[config.mk]
export PLATFORM = sky130hd
export DESIGN_NAME = mem_arbiter
export DESIGN_NICKNAME = d
export VERILOG_FILES = /design/src/rtl/bus_pkg.sv /design/src/rtl/mem_arbiter_rr_pick2.sv /design/src/rtl/mem_arbiter.sv
export SDC_FILE = /design/constraint.sdc
export NUM_CORES = 1
export LEC_CHECK = 0
export CAP_MARGIN = 15
export CORE_MARGIN = 8
export CORE_UTILIZATION = 30
export DETAILED_ROUTE_END_ITERATION = 16
export DONT_BUFFER_PORTS = 1
export HOLD_SLACK_MARGIN = 0.12
export SYNTH_ARGS = -nofsm -noshare
export SYNTH_HDL_FRONTEND = slang
export SYNTH_SLANG_ARGS = --single-unit
[constraint.sdc]
create_clock -name clock -period 2.2 [get_ports clock]
set_clock_uncertainty 0.1 [all_clocks]
set_input_delay 0.44 -clock clock [delete_from_list [all_inputs] [get_ports clock]]
set_output_delay 0.44 -clock clock [all_outputs]
set_load 0.005 [all_outputs]
[src/rtl/bus_pkg.sv]
// Shared owner encodings, bus width defaults and burst counter sizing for the memory arbiter.
package bus_pkg;

  typedef enum logic [1:0] {
    OWN_NONE = 2'd0,
    OWN_P0   = 2'd1,
    OWN_P1   = 2'd2
  } owner_t;

  localparam int ADDR_W_DEF    = 16;
  localparam int DATA_W_DEF    = 8;
  localparam int BURST_MAX_DEF = 16;

  // Wide enough to hold the value BURST_MAX itself.
  function automatic int burst_cnt_w(input int burst_max);
    return $clog2(burst_max + 1);
  endfunction

  localparam int BURST_CNT_W = burst_cnt_w(BURST_MAX_DEF);

endpackage

[src/rtl/mem_arbiter_rr_pick2.sv]
// Combinational two-way pick: sole requester wins; on a conflict either requester 0
// (fixed priority) or the requester that was not served last (round-robin).
module rr_pick2
  import bus_pkg::*;
#(
  parameter int FIXED_PRIO = 0
) (
  input  logic   req0,
  input  logic   req1,
  input  owner_t last_served,
  output owner_t pick
);

  // Pick the winner from the current request pair.
  always_comb begin
    pick = OWN_NONE;
    case ({req1, req0})
      2'b01: pick = OWN_P0;
      2'b10: pick = OWN_P1;
      2'b11: begin
        if (FIXED_PRIO != 0) begin
          pick = OWN_P0;
        end else if (last_served == OWN_P0) begin
          pick = OWN_P1;
        end else begin
          pick = OWN_P0;
        end
      end
      default: pick = OWN_NONE;
    endcase
  end

endmodule

[src/rtl/mem_arbiter.sv]
// Two-requester arbiter for the shared memory port, with registered grants/acks and lock bursts.
// Optional burst limit compiled in with `define ARB_BURST_LIMIT_EN.
module mem_arbiter
  import bus_pkg::*;
#(
  parameter int ADDR_W     = bus_pkg::ADDR_W_DEF,
  parameter int DATA_W     = bus_pkg::DATA_W_DEF,
  parameter int FIXED_PRIO = 0,
  parameter int BURST_MAX  = bus_pkg::BURST_MAX_DEF
) (
  input  logic              clock,
  input  logic              reset,
  input  logic              req0,
  input  logic              req1,
  input  logic              lock0,
  input  logic              lock1,
  input  logic              we0,
  input  logic              we1,
  input  logic [ADDR_W-1:0] addr0,
  input  logic [ADDR_W-1:0] addr1,
  input  logic [DATA_W-1:0] wdata0,
  input  logic [DATA_W-1:0] wdata1,
  output logic              grant0,
  output logic              grant1,
  output logic              ack0,
  output logic              ack1,
  output logic [DATA_W-1:0] rdata,
  output logic [ADDR_W-1:0] mem_addr,
  output logic              mem_we,
  output logic [DATA_W-1:0] mem_wdata,
  input  logic [DATA_W-1:0] mem_rdata
);

  owner_t owner_r;
  owner_t last_served_r;
  owner_t eff_last_s;
  owner_t pick_s;
  owner_t next_owner_s;
  logic   acc0_s;
  logic   acc1_s;
  logic   locked_acc_s;
  logic   burst_hit_s;
  logic   keep0_s;
  logic   keep1_s;

  assign acc0_s       = grant0 & req0;
  assign acc1_s       = grant1 & req1;
  assign locked_acc_s = (acc0_s & lock0) | (acc1_s & lock1);
  assign rdata        = mem_rdata;

  // Drive the memory bus from whichever requester is accessing this cycle.
  always_comb begin
    mem_addr  = {ADDR_W{1'b0}};
    mem_we    = 1'b0;
    mem_wdata = {DATA_W{1'b0}};
    if (acc0_s) begin
      mem_addr  = addr0;
      mem_we    = we0;
      mem_wdata = wdata0;
    end else if (acc1_s) begin
      mem_addr  = addr1;
      mem_we    = we1;
      mem_wdata = wdata1;
    end else begin
      mem_addr  = {ADDR_W{1'b0}};
      mem_we    = 1'b0;
      mem_wdata = {DATA_W{1'b0}};
    end
  end

  // The access at this edge already counts as served for the next decision.
  always_comb begin
    eff_last_s = last_served_r;
    if (acc0_s) begin
      eff_last_s = OWN_P0;
    end else if (acc1_s) begin
      eff_last_s = OWN_P1;
    end else begin
      eff_last_s = last_served_r;
    end
  end

  rr_pick2 #(
    .FIXED_PRIO(FIXED_PRIO)
  ) u_pick (
    .req0       (req0),
    .req1       (req1),
    .last_served(eff_last_s),
    .pick       (pick_s)
  );

`ifdef ARB_BURST_LIMIT_EN
  localparam int CNT_W = burst_cnt_w(BURST_MAX);

  logic [CNT_W-1:0] burst_cnt_r;
  logic [CNT_W:0]   cnt_plus_s;

  // Includes the locked access happening at this edge, so exactly BURST_MAX are granted.
  assign cnt_plus_s  = {1'b0, burst_cnt_r} + {{CNT_W{1'b0}}, locked_acc_s};
  assign burst_hit_s = (cnt_plus_s >= (CNT_W + 1)'(BURST_MAX));

  // Consecutive locked-access counter; saturates when nobody is waiting to take over.
  always_ff @(posedge clock) begin
    if (reset) begin
      burst_cnt_r <= {CNT_W{1'b0}};
    end else if (next_owner_s != owner_r) begin
      burst_cnt_r <= {CNT_W{1'b0}};
    end else if (locked_acc_s) begin
      burst_cnt_r <= cnt_plus_s[CNT_W] ? burst_cnt_r : cnt_plus_s[CNT_W-1:0];
    end else if (acc0_s | acc1_s) begin
      burst_cnt_r <= {CNT_W{1'b0}};
    end else begin
      burst_cnt_r <= burst_cnt_r;
    end
  end
`else
  logic [31:0] burst_max_unused;

  assign burst_max_unused = 32'(BURST_MAX);
  assign burst_hit_s      = 1'b0;
`endif

  assign keep0_s = (owner_r == OWN_P0) & req0 & lock0 & ~(burst_hit_s & req1);
  assign keep1_s = (owner_r == OWN_P1) & req1 & lock1 & ~(burst_hit_s & req0);

  // Next owner: a held lock wins, otherwise the fair/priority pick.
  always_comb begin
    next_owner_s = pick_s;
    if (keep0_s) begin
      next_owner_s = OWN_P0;
    end else if (keep1_s) begin
      next_owner_s = OWN_P1;
    end else begin
      next_owner_s = pick_s;
    end
  end

  // Owner, last-served, grant and ack registers.
  always_ff @(posedge clock) begin
    if (reset) begin
      owner_r       <= OWN_NONE;
      last_served_r <= OWN_P1;
      grant0        <= 1'b0;
      grant1        <= 1'b0;
      ack0          <= 1'b0;
      ack1          <= 1'b0;
    end else begin
      owner_r       <= next_owner_s;
      last_served_r <= eff_last_s;
      grant0        <= (next_owner_s == OWN_P0);
      grant1        <= (next_owner_s == OWN_P1);
      ack0          <= acc0_s;
      ack1          <= acc1_s;
    end
  end

endmodule

==> flow_summary.yaml <==
synth:
  synth-seq-cells: 8
  synthDistinctLibCells: 19
  synth_area_leaders: "a22o_1 35%, dfxtp_1 25%, buf_4 9.5%, buf_6 8.9%, o211a_1 3.2%"
  async_reset_ff_share_pct: 0
  synth.most_common_cell: "a22o_1"
  yosys-mux-area-fraction_pct: 0
  syn_area_per_cell_um2: 9.61
  synth-compound-area-share_pct: 44.8
  yosys_warnings: 0
  synth_flop_cell: "dfxtp_1"
  synth_xor_area_share_pct: 0
  synth-edff-count: 0
  yosys-top-cells-count: "25 x a22o_1, 8 x buf_4, 8 x dfxtp_1"
  synth.net_count: 130
  ys_seq_area_share_pct: 25.2
  synthAdderAreaFrac_pct: 0
  synth_area_um2: 634
  netlist.area_leader.share_pct: 34.5
  syn_inst: 66
  yosys.area_share.simple_pct: 11.0
  synth_top_family_by_area: "compound AO/OA/AOI/OAI gates"
  yosys.area.top_type: "a22o_1"
setup_path:
  rrSetupSlack_ns: 0.93
  arrival_ns: 1.51
  setup.worst_path.end: "mem_wdata[1]"
  endpoint_kind: "output pin"
  worstPathRequired_ns: 1.66
  start_kind: "flip-flop"
  r2r_cells: 3
  crit_start: "grant0"
  worstSetupPathType: "reg -> out"
  r2r_start: "grant0"
  r2r_end: "owner_r[1]"
  cp_max_fo: 30
final_layout:
  nNetsFinal: 122
  finalNonFillerCells: 83
  fillers: 210
  area.growth.synth_to_final_pct: -9.47
  final_area_um2: 574
  fin_util_pct: 29.0
  drive_gt1_share_pct: 10.7
  antenna_cells: 0
sta:
  period_share_pct: 93.2
  slew_headroom_pct: 67.1
  tightest_slew_ns: 0.492
  finalCriticalPeriod_ns: 2.05
  setup_viol: 0
  rsz0062_at_grt: "false"
  fmax_ghz: 0.488
  fin_tns_setup_ns: 0
  setup_ws_ns: 0.150
  hold_viol: 0
  slew_violations: 0
placement:
  post-place-ws_ns: 0.284
  gp_congestion: 0.569
  dpl_cell_area_um2: 552
  io_buffer_count: 0
  dpl.cell_count: 80
flow_run:
  drv_cap: 0
route:
  drtIter0Drc: 10
  vias: 528
  avgRoutedWirePerCell_um: 25.2
  ant_nets: 0
  drcViolationCount: 0
  via_per_inst: 6.36
  wirelength_mm: 2.09
  dr.pass1.iters: 4
clocking:
  clock_latency_ns: 0.25
  h-tree-depth: 1
  cts_resized: 0
  cts.sinks: 8
  clk_path_buf_depth: 2
  path_clk_slew_ns: 0.05
  post-cts-setup-buffers: 0
  cts_root_buffer: "clkbuf_4"
  cts_hold_buf: 0
  cts_tree: "done"
  cts_buffers: 3
die:
  die_w_um: 62.0
  ios: 101
  rows: 16
  die_area_um2: 3840
  coreArea_um2: 1980
  start_util_pct: 32.0
  die_y_um: 62.0
pwr:
  irDropWorstVdd_mv: 0.314
  p_per_area_nw_per_um2: 566
  p_leak_uw: 0.000226
grt:
  grt_max_degree: 31
  grt_antenna_before_repair: 0
  overflow: 0
  grt_first_pass_wirelength_mm: 2.45
  first_global_vias: 564
  gr-usage-all-layers_pct: 8.57
run_status:
  status: "finished, final reports clean"
hold_path:
  hold_class: "in -> reg"
## kinds of logic after synthesis
group	after synthesis
and+or+nand+nor	10
AOI/OAI and AO/OA	34
DFF	8
buffers and inverters	14
## through the flow
step | power [uW] | hold slack (ns)
final | 325 | 0.155
after global routing | 351 | 0.130
after CTS | 334 | 0.144
after detailed placement | 220 | 0.396
after global placement | 219 | 0.371
after floorplan | 229 | 0.345
## state kept, by name (all words and copies together) (netlist names)
signal         cells
grant1             1
grant0             1
last_served_r      2
ack1               1
owner_r            2
ack0               1
## power by group
part	switching [uW]	internal (uW)
clock network	47.3	62.2
registers	5.45	153
logic	29.7	27.0
## layer usage
layer  up-vias  track usage (%)  part of all wire (%)
met2        59             16.1                    51
met3         2             4.53                    23
li1        234                -                     -
met4         0             5.19                  0.81
met1       233             6.78                    26
met5         -                0                     0
## cell type report
type / instances / area, um2 / share of cell area, %
tap: 27 / 33.8 / 5.88
sequential: 8 / 160 / 27.9
inverter: 1 / 3.75 / 0.654
clock buffer: 3 / 22.5 / 3.92
multi-input combinational: 44 / 354 / 61.7
## worst min path at each step
stage	from	to	slack [ns]	cells after the start
6_report	reset	ack1	0.15	1
5_1_grt	reset	ack1	0.13	1
4_1_cts	reset	ack1	0.14	1
3_5_place_dp	last_served_r[0]	last_served_r[0]	0.40	2
3_3_place_gp	last_served_r[0]	last_served_r[0]	0.37	2
2_1_floorplan	last_served_r[0]	last_served_r[0]	0.35	2
## worst max-delay path, stage by stage (launching register included)
cell	delay, ns
dfxtp_1	0.33
and2_4	0.26
nor2_4	0.42
a22o_1	0.25
## cell usage in the layout (no fill, tap or decap)
cell	n
nor3b_1	1
o211a_1	2
inv_1	1
a21oi_1	2
o21bai_1	1
a22o_1	25
nand2_2	1
o21a_1	1
nor2_1	2
dfxtp_1	8
nand3_1	1
o22ai_1	2
nor2b_1	1
nand4b_1	2
a21boi_1	1
nor2_4	1
and2_4	1
clkbuf_4	3
Power figures use the tool's default switching activity.
